<file path="src/rtl/wave_capture_pkg.sv">
// Shared types, widths and sample-to-pixel conversion for the wave capture sequencer.
package wave_capture_pkg;

  localparam int unsigned SAMPLES_PER_BUF = 256;
  localparam int unsigned WAVE_ADDR_W     = 9;
  localparam int unsigned COUNT_W         = WAVE_ADDR_W - 1;
  localparam int unsigned SAMPLE_W        = 16;
  localparam int unsigned PIXEL_W         = 8;

  typedef enum logic [1:0] {
    ARMED  = 2'd0,
    ACTIVE = 2'd1,
    WAIT   = 2'd2
  } cap_state_e;

  typedef struct packed {
    logic [PIXEL_W-1:0] mix;
    logic [PIXEL_W-1:0] v1;
    logic [PIXEL_W-1:0] v2;
    logic [PIXEL_W-1:0] v3;
  } pix_set_t;

  // Signed sample to unsigned display row: flip the sign bit, keep the top magnitude bits.
  function automatic logic [PIXEL_W-1:0] to_pixel(input logic [SAMPLE_W-1:0] s);
    return {~s[SAMPLE_W-1], s[SAMPLE_W-2 -: PIXEL_W-1]};
  endfunction

endpackage

</file>
<file path="src/rtl/wave_capture_if.sv">
// Sample stream in / sample RAM write port out for the wave capture sequencer.
interface wave_capture_if;
  import wave_capture_pkg::*;

  logic                   new_sample_ready;
  logic [SAMPLE_W-1:0]    new_sample_in;
  logic [SAMPLE_W-1:0]    sample_v1;
  logic [SAMPLE_W-1:0]    sample_v2;
  logic [SAMPLE_W-1:0]    sample_v3;
  logic                   wave_display_idle;

  logic [WAVE_ADDR_W-1:0] write_address;
  logic                   write_enable;
  logic [PIXEL_W-1:0]     write_sample;
  logic [PIXEL_W-1:0]     write_sample_v1;
  logic [PIXEL_W-1:0]     write_sample_v2;
  logic [PIXEL_W-1:0]     write_sample_v3;
  logic                   read_index;
  logic                   capture_done;

  modport master (
    input  new_sample_ready, new_sample_in, sample_v1, sample_v2, sample_v3, wave_display_idle,
    output write_address, write_enable, write_sample, write_sample_v1, write_sample_v2,
           write_sample_v3, read_index, capture_done
  );

  modport slave (
    output new_sample_ready, new_sample_in, sample_v1, sample_v2, sample_v3, wave_display_idle,
    input  write_address, write_enable, write_sample, write_sample_v1, write_sample_v2,
           write_sample_v3, read_index, capture_done
  );

endinterface

</file>
<file path="src/rtl/wave_trigger_det.sv">
// Rising zero-crossing detector on the combined sample sign; history updates on every strobe.
module wave_trigger_det (
  input  logic clk,
  input  logic reset,
  input  logic strobe,
  input  logic sample_sign,
  output logic rise_c
);

  logic prev_sign_q, prev_sign_d;
  logic prev_valid_q, prev_valid_d;

  always_comb begin
    prev_sign_d  = prev_sign_q;
    prev_valid_d = prev_valid_q;
    if (strobe) begin
      prev_sign_d  = sample_sign;
      prev_valid_d = 1'b1;
    end
  end

  always_ff @(posedge clk or posedge reset) begin
    if (reset) begin
      prev_sign_q  <= 1'b0;
      prev_valid_q <= 1'b0;
    end else begin
      prev_sign_q  <= prev_sign_d;
      prev_valid_q <= prev_valid_d;
    end
  end

  // Negative to non-negative; zero counts as non-negative.
  assign rise_c = prev_valid_q && prev_sign_q && !sample_sign;

endmodule

</file>
<file path="src/rtl/wave_capture_ctrl.sv">
// Capture sequencer: trigger on rising crossing, fill back buffer, flip buffers during display idle.
// Optional forced trigger after AUTO_TIMEOUT armed strobes when WAVE_CAPTURE_AUTOTRIG_EN is defined.
module wave_capture_ctrl
  import wave_capture_pkg::*;
#(
  parameter int unsigned AUTO_TIMEOUT = 1024
) (
  input  logic          clk,
  input  logic          reset,
  wave_capture_if.master bus
);

  cap_state_e             state_q, state_d;
  logic [COUNT_W-1:0]     count_q, count_d;
  logic                   read_index_q, read_index_d;
  logic                   write_enable_q, write_enable_d;
  logic [WAVE_ADDR_W-1:0] write_address_q, write_address_d;
  pix_set_t               write_data_q, write_data_d;
  logic                   capture_done_q, capture_done_d;

  logic                   rise_c;
  logic                   timeout_c;
  logic                   trig_c;
  pix_set_t               cur_pix_c;

  wave_trigger_det u_trig (
    .clk         (clk),
    .reset       (reset),
    .strobe      (bus.new_sample_ready),
    .sample_sign (bus.new_sample_in[SAMPLE_W-1]),
    .rise_c      (rise_c)
  );

  if (AUTO_TIMEOUT == 0) begin : g_zero_timeout_unsupported
  end

`ifdef WAVE_CAPTURE_AUTOTRIG_EN
  localparam int unsigned TO_W =
    ($clog2(AUTO_TIMEOUT + 1) > 11) ? $clog2(AUTO_TIMEOUT + 1) : 11;

  logic [TO_W-1:0] to_cnt_q, to_cnt_d;

  // The strobe that would make the count reach AUTO_TIMEOUT forces the trigger.
  assign timeout_c = (to_cnt_q == TO_W'(AUTO_TIMEOUT - 1));

  always_comb begin
    to_cnt_d = to_cnt_q;
    if (state_q != ARMED)          to_cnt_d = '0;
    else if (bus.new_sample_ready) to_cnt_d = trig_c ? '0 : to_cnt_q + TO_W'(1);
  end

  always_ff @(posedge clk or posedge reset) begin
    if (reset) to_cnt_q <= '0;
    else       to_cnt_q <= to_cnt_d;
  end
`else
  assign timeout_c = 1'b0;
`endif

  assign trig_c    = rise_c || timeout_c;
  assign cur_pix_c = {to_pixel(bus.new_sample_in), to_pixel(bus.sample_v1),
                      to_pixel(bus.sample_v2), to_pixel(bus.sample_v3)};

  always_comb begin
    state_d         = state_q;
    count_d         = count_q;
    read_index_d    = read_index_q;
    write_enable_d  = 1'b0;
    write_address_d = write_address_q;
    write_data_d    = write_data_q;
    capture_done_d  = 1'b0;

    unique case (state_q)
      ARMED: begin
        if (bus.new_sample_ready && trig_c) begin
          write_enable_d  = 1'b1;
          write_address_d = {~read_index_q, count_q};
          write_data_d    = cur_pix_c;
          count_d         = COUNT_W'(1);
          state_d         = ACTIVE;
        end
      end
      ACTIVE: begin
        if (bus.new_sample_ready) begin
          write_enable_d  = 1'b1;
          write_address_d = {~read_index_q, count_q};
          write_data_d    = cur_pix_c;
          count_d         = count_q + COUNT_W'(1);
          if (count_q == COUNT_W'(SAMPLES_PER_BUF - 1)) state_d = WAIT;
        end
      end
      WAIT: begin
        // Flip only while the display is blanked so it never sees a partial buffer.
        if (bus.wave_display_idle) begin
          read_index_d   = ~read_index_q;
          capture_done_d = 1'b1;
          count_d        = '0;
          state_d        = ARMED;
        end
      end
      default: state_d = ARMED;
    endcase
  end

  always_ff @(posedge clk or posedge reset) begin
    if (reset) begin
      state_q         <= ARMED;
      count_q         <= '0;
      read_index_q    <= 1'b0;
      write_enable_q  <= 1'b0;
      write_address_q <= '0;
      write_data_q    <= '0;
      capture_done_q  <= 1'b0;
    end else begin
      state_q         <= state_d;
      count_q         <= count_d;
      read_index_q    <= read_index_d;
      write_enable_q  <= write_enable_d;
      write_address_q <= write_address_d;
      write_data_q    <= write_data_d;
      capture_done_q  <= capture_done_d;
    end
  end

  assign bus.write_address   = write_address_q;
  assign bus.write_enable    = write_enable_q;
  assign bus.write_sample    = write_data_q.mix;
  assign bus.write_sample_v1 = write_data_q.v1;
  assign bus.write_sample_v2 = write_data_q.v2;
  assign bus.write_sample_v3 = write_data_q.v3;
  assign bus.read_index      = read_index_q;
  assign bus.capture_done    = capture_done_q;

endmodule

</file>
<file path="src/flat_wrapper.sv">
// flat-port wrapper written by rule: the top's interface ports become plain ports
module wave_capture_ctrl_flat import wave_capture_pkg::*;
#(
  parameter int unsigned AUTO_TIMEOUT = 1024
)
  (clk, reset, bus_new_sample_ready, bus_new_sample_in, bus_sample_v1, bus_sample_v2, bus_sample_v3, bus_wave_display_idle, bus_write_address, bus_write_enable, bus_write_sample, bus_write_sample_v1, bus_write_sample_v2, bus_write_sample_v3, bus_read_index, bus_capture_done);
  wave_capture_if bus_i ();
  input  logic clk;
  input  logic reset;
  input wire logic [$bits(bus_i.new_sample_ready)-1:0] bus_new_sample_ready;
  input wire logic [$bits(bus_i.new_sample_in)-1:0] bus_new_sample_in;
  input wire logic [$bits(bus_i.sample_v1)-1:0] bus_sample_v1;
  input wire logic [$bits(bus_i.sample_v2)-1:0] bus_sample_v2;
  input wire logic [$bits(bus_i.sample_v3)-1:0] bus_sample_v3;
  input wire logic [$bits(bus_i.wave_display_idle)-1:0] bus_wave_display_idle;
  output wire logic [$bits(bus_i.write_address)-1:0] bus_write_address;
  output wire logic [$bits(bus_i.write_enable)-1:0] bus_write_enable;
  output wire logic [$bits(bus_i.write_sample)-1:0] bus_write_sample;
  output wire logic [$bits(bus_i.write_sample_v1)-1:0] bus_write_sample_v1;
  output wire logic [$bits(bus_i.write_sample_v2)-1:0] bus_write_sample_v2;
  output wire logic [$bits(bus_i.write_sample_v3)-1:0] bus_write_sample_v3;
  output wire logic [$bits(bus_i.read_index)-1:0] bus_read_index;
  output wire logic [$bits(bus_i.capture_done)-1:0] bus_capture_done;
  assign bus_i.new_sample_ready = bus_new_sample_ready;
  assign bus_i.new_sample_in = bus_new_sample_in;
  assign bus_i.sample_v1 = bus_sample_v1;
  assign bus_i.sample_v2 = bus_sample_v2;
  assign bus_i.sample_v3 = bus_sample_v3;
  assign bus_i.wave_display_idle = bus_wave_display_idle;
  assign bus_write_address = bus_i.write_address;
  assign bus_write_enable = bus_i.write_enable;
  assign bus_write_sample = bus_i.write_sample;
  assign bus_write_sample_v1 = bus_i.write_sample_v1;
  assign bus_write_sample_v2 = bus_i.write_sample_v2;
  assign bus_write_sample_v3 = bus_i.write_sample_v3;
  assign bus_read_index = bus_i.read_index;
  assign bus_capture_done = bus_i.capture_done;
  wave_capture_ctrl #(.AUTO_TIMEOUT(AUTO_TIMEOUT)) u_core (.clk(clk), .reset(reset), .bus(bus_i));
endmodule
</file>
<file path="config.mk">
export PLATFORM = sky130hd
export DESIGN_NAME = wave_capture_ctrl_flat
export DESIGN_NICKNAME = d
export VERILOG_FILES = /design/src/rtl/wave_capture_pkg.sv /design/src/rtl/wave_capture_if.sv /design/src/rtl/wave_trigger_det.sv /design/src/rtl/wave_capture_ctrl.sv /design/src/flat_wrapper.sv
export SDC_FILE = /design/constraint.sdc
export NUM_CORES = 1
export LEC_CHECK = 0
export CAP_MARGIN = 20
export CORE_AREA = 2 2 83 101
export DETAILED_ROUTE_END_ITERATION = 16
export DIE_AREA = 0 0 85 103
export SYNTH_ARGS = -nofsm -noshare
export SYNTH_HDL_FRONTEND = slang
export SYNTH_SLANG_ARGS = --single-unit
</file>
<file path="constraint.sdc">
create_clock -name clk -period 2.2 [get_ports clk]
set_input_delay 0.33 -clock clk [delete_from_list [all_inputs] [get_ports clk]]
set_output_delay 0.33 -clock clk [all_outputs]
set_load 0.01 [all_outputs]
</file>
; Yosys cells after proc, flatten, opt, wreduce, memory -nomap -nowiden
; Index checks and enable logic that the tools add are counted.
[word_totals]
register_bits = 56
latch_bits = 0
mem_bits_rw = 0
romBits = 0
input_bits = 68
output_inout_bits = 44
memories = 0
[classes]
n_addsub = 1
n_mul = 0
n_div = 0
n_lt_le_gt_ge = 0
n_eq_ne = 7
shift = 0
n_mux = 20
n_bitwise = 5
n_reduce_logical = 11
[op_table]
columns = cell, count
row1 = $mux W32, 2
row2 = $pmux W32 S2, 1
row3 = $mux W8, 3
row4 = $pmux W8 S3, 1
row5 = $mux W9, 2
row6 = $pmux W9 S2, 1
row7 = $add A8 B1 Y8 const B, 1
row8 = $eq A8 B8 Y1 const B, 1
row9 = $mux W2, 4
row10 = $reduce_and A4 Y1, 2
row11 = $pmux W2 S3, 1
row12 = $not A1 Y1, 5
row13 = $mux W1, 4
row14 = $ne A2 B1 Y1 const B, 2
row15 = $ne A2 B2 Y1 const B, 2
row16 = $logic_and A1 B1 Y1, 3
row17 = $reduce_and A3 Y1, 1
row18 = $reduce_bool A3 Y1, 1
row19 = $eq A2 B1 Y1 const B, 1
row20 = $eq A2 B2 Y1 const B, 1
row21 = $logic_not A2 Y1, 1
row22 = $pmux W1 S2, 1
row23 = $reduce_and A2 Y1, 1
row24 = $reduce_bool A2 Y1, 1
row25 = $logic_not A1 Y1, 1

; Longest topological paths before layout
[logic_depth]
ltp_word = 5
ltp_mapped = 8
mapped_depth_nobuf = 6

; By module
; From an unflattened synthesis, not the netlist that was laid out.
[hier_totals]
cells_unflattened = 174
area_unflattened_um2 = 2371.0
[modules_own_cells]
columns = module, instances, cells_per_inst, area_per_inst_um2, seq_area_each_um2
row1 = wave_capture_ctrl, 1, 168, 2287.2, 1351.3
row2 = wave_trigger_det, 1, 6, 83.8, 50.0

; Worst setup path before layout
; Ideal clock, no wire load.
[synth_timing]
path_kind = register to register
from = reg u_core.state_q[0]
to = reg u_core.write_address_q[4], in the netlist u_core.bus.write_address[4]
setup_time_ps = 125
arrival_time_ps = 1696
t_required_ps = 2075
slack_ps = 379
path_stages_with_launch = 7
n_path_buf = 1
period_less_slack_ps = 1821
cell_sequence = dfrtp_1 > inv_1 > ha_1 > and4b_4 > o21ai_4 > buf_12 > mux2_4
[synth_via]
elab_chain_len = 3
[synth_lines]
columns = item, line_no
row1 = start: declaration, wave_capture_ctrl.sv:13  ; cap_state_e state_q, state_d;
row2 = start signal: assignment, wave_capture_ctrl.sv:115  ; state_q <= state_d;
row3 = $eq A2 B1 Y1 or $logic_not A2 Y1 (tied branches), wave_capture_ctrl.sv:73  ; unique case (state_q)
row4 = "$ne A2 B2 Y1 (no line), or another cell as far along", n/a
row5 = $reduce_and A3 Y1 (no line), n/a
row6 = end signal: assignment, wave_capture_ctrl.sv:119  ; write_address_q <= write_address_d;
row7 = end: declaration, wave_capture_ctrl.sv:17  ; logic [WAVE_ADDR_W-1:0] write_address_q, write_address_d;
; Several ways; a longest one is shown, not always the timed one.
; A chain may end at the register's enable or synchronous reset.

; Worst setup path in the final report
[layout_timing]
from = reg u_core.state_q[0]
to = reg u_core.write_data_q (netlist bit u_core.bus.write_sample_v3[5])
[layout_via]
elab_chain_len = 3
[layout_lines]
columns = item, line_no
row1 = $eq A2 B1 Y1 or $logic_not A2 Y1 (tied branches), wave_capture_ctrl.sv:73
row2 = "$ne A2 B2 Y1 (no line), or another cell as far along", n/a
row3 = $reduce_and A3 Y1 (no line), n/a
row4 = end signal: assignment, wave_capture_ctrl.sv:120  ; write_data_q <= write_data_d;
row5 = end: declaration, wave_capture_ctrl.sv:18  ; pix_set_t write_data_q, write_data_d;
; Several ways; a longest one is shown, not always the timed one.

==> results.toml <==
[run_status]
outcome = "finished, final reports clean"

[clocking]
clkLatencyLatePin_ps = 300
cts_resized = 0
root_buffer = "clkbuf_8"
post_cts_buffers = 0
clk_pin_slew_ps = 100
cts_buffers = 5
cts_sinks = 56
ctsHoldBuffers = 0
htree_num_levels = 2
cts_buffer_depth = 2
cts_tree = "yes"

[layout]
fin_nets = 333
seq_area_sq_mm = 0.001401
area_delta_synth_final_pct = 39.71
fillers = 722
multi_input_area_sq_um = 985.9
layout-drive-gt1-share_pct = 21.84
final_area_sq_mm = 0.003473
instances_no_fill = 356
final_core_utilization_pct = 44.06
diodes = 0

[drt]
drtAntennaViolNets = 0
viasPerCell = 4.624
wl_um = 4966
route.detailed.drc = 0
first_iter_violations = 41
vias = 1646
wl_per_cell_um = 13.95
drt_pass1_iterations = 3

[synthesis]
postSynth.asyncResetShare_pct = 100.0
synth_cells = 176
seq_area_frac_synth_pct = 56.37
synth-seq-cells = 56
yosys_warnings = 0
syn_avg_cell_area_sq_um = 14.13
syn_area_sq_mm = 0.002486
yosys-top-cells-count = "56 x dfrtp_1, 30 x mux2_4, 15 x o21ai_0"
ys.flop_type = "dfrtp_1"
syn_nets = 248
synth_area_leader_cell = "dfrtp_1"
synth_edf_count = 0
synth.most_common_cell = "dfrtp_1"
yosysTopAreaCellShare_pct = 56.37
ys_types = 33
synth_area_leaders = "dfrtp_1 56%, mux2_4 18%, mux2_2 4.1%, o21ai_0 3.0%, buf_12 2.4%"

[critical_path]
start_kind = "register"
critPathLaunch = "u_core.state_q[0]$_DFFE_PP0P_"
crit_required_ps = 2400
critical_path.top_delay_family = "flip-flops"
crit_slowest_cell = "dfrtp_1"
worstPathBufferInverterCount = 2
worstPathCellList = "inv_1, ha_1, and4b_4, o21ai_4, buf_4, mux2_2"
critical_path_class = "register to register"
end_kind = "register"
critPathArrivalTime_ps = 2150
cp_slowest_stage_delay_ps = 380
r2r_setup_slack_ps = 240
r2r-start = "u_core.state_q[0]$_DFFE_PP0P_"
cp_max_fo = 13

[grt]
grt_pass1_vias = 1660
grt_first_pass_wirelength_um = 7941
grt_use_total_pct = 11.52
grt_max_degree = 24
grt_overflow = 0
antenna_found_initial = 0

[timing]
tns_ps = 0
finalSetupViolCount = 0
relSlewSlack_pct = 70.80
hold_violations = 0
rsz0062_at_grt = "false"
skew_ps = 9.005
timing.final.crit_period_ps = 1958
finalMaxSlewViolations = 0
fmax_mhz = 510.8
min_period_over_period_pct = 88.99
worstMarginPinSlew_ps = 437.4

[pwr]
ir_drop_v = 0.0005672
powerDensity_mw_per_mm2 = 1201
leakagePower_nw = 1.576
total_power_mw = 4.172

[floorplan]
fp-row-count = 36
die_x_um = 85
die_h_um = 103
ioPinCount = 112
core_area_sq_mm = 0.007883
start_util_pct = 31.54
dieArea_sq_mm = 0.008755

[placed_design]
hpwl_um = 3648
place_congestion = 0.7006
placed_area_sq_mm = 0.003382
dp.cells = 349
io_buffer_count = 79

[run]
maxCapViolations = 0

[min_path]
hold_path_class = "primary input to asynchronous set/reset pin"
==> registers in the layout, indices dropped and copies added, names as in the netlist <==
signal	count
u_core.bus.write_sample_v3	8
u_core.bus.capture_done	1
u_core.bus.write_address	9
u_core.u_trig.prev_valid_q	1
u_core.bus.write_sample	8
u_core.bus.write_sample_v2	8
u_core.u_trig.prev_sign_q	1
u_core.count_q	8
u_core.bus.read_index	1
u_core.bus.write_sample_v1	8
u_core.state_q	2
u_core.bus.write_enable	1
==> cell families (layout without fill, tap and decap cells) <==
family | after synthesis | count (layout) | synth area share [%]
DFF | 56 | 56 | 56.37
muxes | 39 | 39 | 22.19
and+or+nand+nor | 35 | 35 | 7.499
AOI/OAI and AO/OA | 30 | 30 | 7.599
buffers and inverters | 11 | 96 | 3.975
adders and majority gates | 4 | 4 | 2.013
xor gates and xnor gates | 1 | 1 | 0.3524
==> metrics by stage <==
step                      hold slack [ps]  setup WS (ps)
final                               334.0          242.2
after global routing                370.9          118.3
after CTS                           346.8          239.7
after global placement              465.3          125.1
after floorplan                     438.1          379.2
after detailed placement            477.6          91.41
==> final cells by class <==
class | instances | share of cell area (%)
multi-input cells | 109 | 28.39
repair buffers | 85 | 24.78
well taps | 95 | 3.422
clock inverters | 1 | 0.2522
flip-flops and latches | 56 | 40.35
inverters | 4 | 0.4323
clock buffers | 6 | 2.378
==> routing by layer <==
layer	wire (um)	track usage [%]	vias up
met1	2112	13.04	810
met5	0	0	-
li1	-	-	788
met3	246	3.203	6
met4	65	3.663	0
met2	2540	21.03	42
==> worst paths after layout <==
kind / end / depth (start not counted)
hold reg to reg: u_core.bus.write_sample[7]$_DFFE_PP0P_ / 2
setup reg to reg: u_core.bus.write_sample_v3[5]$_DFFE_PP0P_ / 6
max in group asynchronous: u_core.bus.capture_done$_DFF_PP0_ / 3
min in group clk: u_core.bus.write_sample[7]$_DFFE_PP0P_ / 2
hold / removal: u_core.bus.write_sample_v2[4]$_DFFE_PP0P_ / 2
setup / recovery: u_core.bus.write_sample_v3[5]$_DFFE_PP0P_ / 6
==> worst register-to-register path: stages, from the launching register on <==
cell and delay [ps]:
dfrtp_1 380, inv_1 70, ha_1 280, and4b_4 260, o21ai_4 200, buf_4 300
mux2_2 370
==> power breakdown <==
part           total [mW]  internal (mW)  switching [mW]
clock               0.567          0.252           0.315
sequential           1.61           1.40           0.205
combinational        2.00           1.26           0.743
total                4.17           2.91            1.26
==> cell usage in the layout (no fill, tap or decap), types with 3 or more instances in the layout <==
master,instances
clkdlybuf4s50_1,79
dfrtp_1,56
mux2_4,30
o21ai_0,15
nand2_1,13
mux2_2,9
clkbuf_8,6
nor2_1,4
a31oi_1,4
ha_1,4
buf_4,4
inv_1,3
nand3_1,3
nand2b_1,3
o31ai_1,3
No activity file was read; power rests on OpenSTA's default activity.
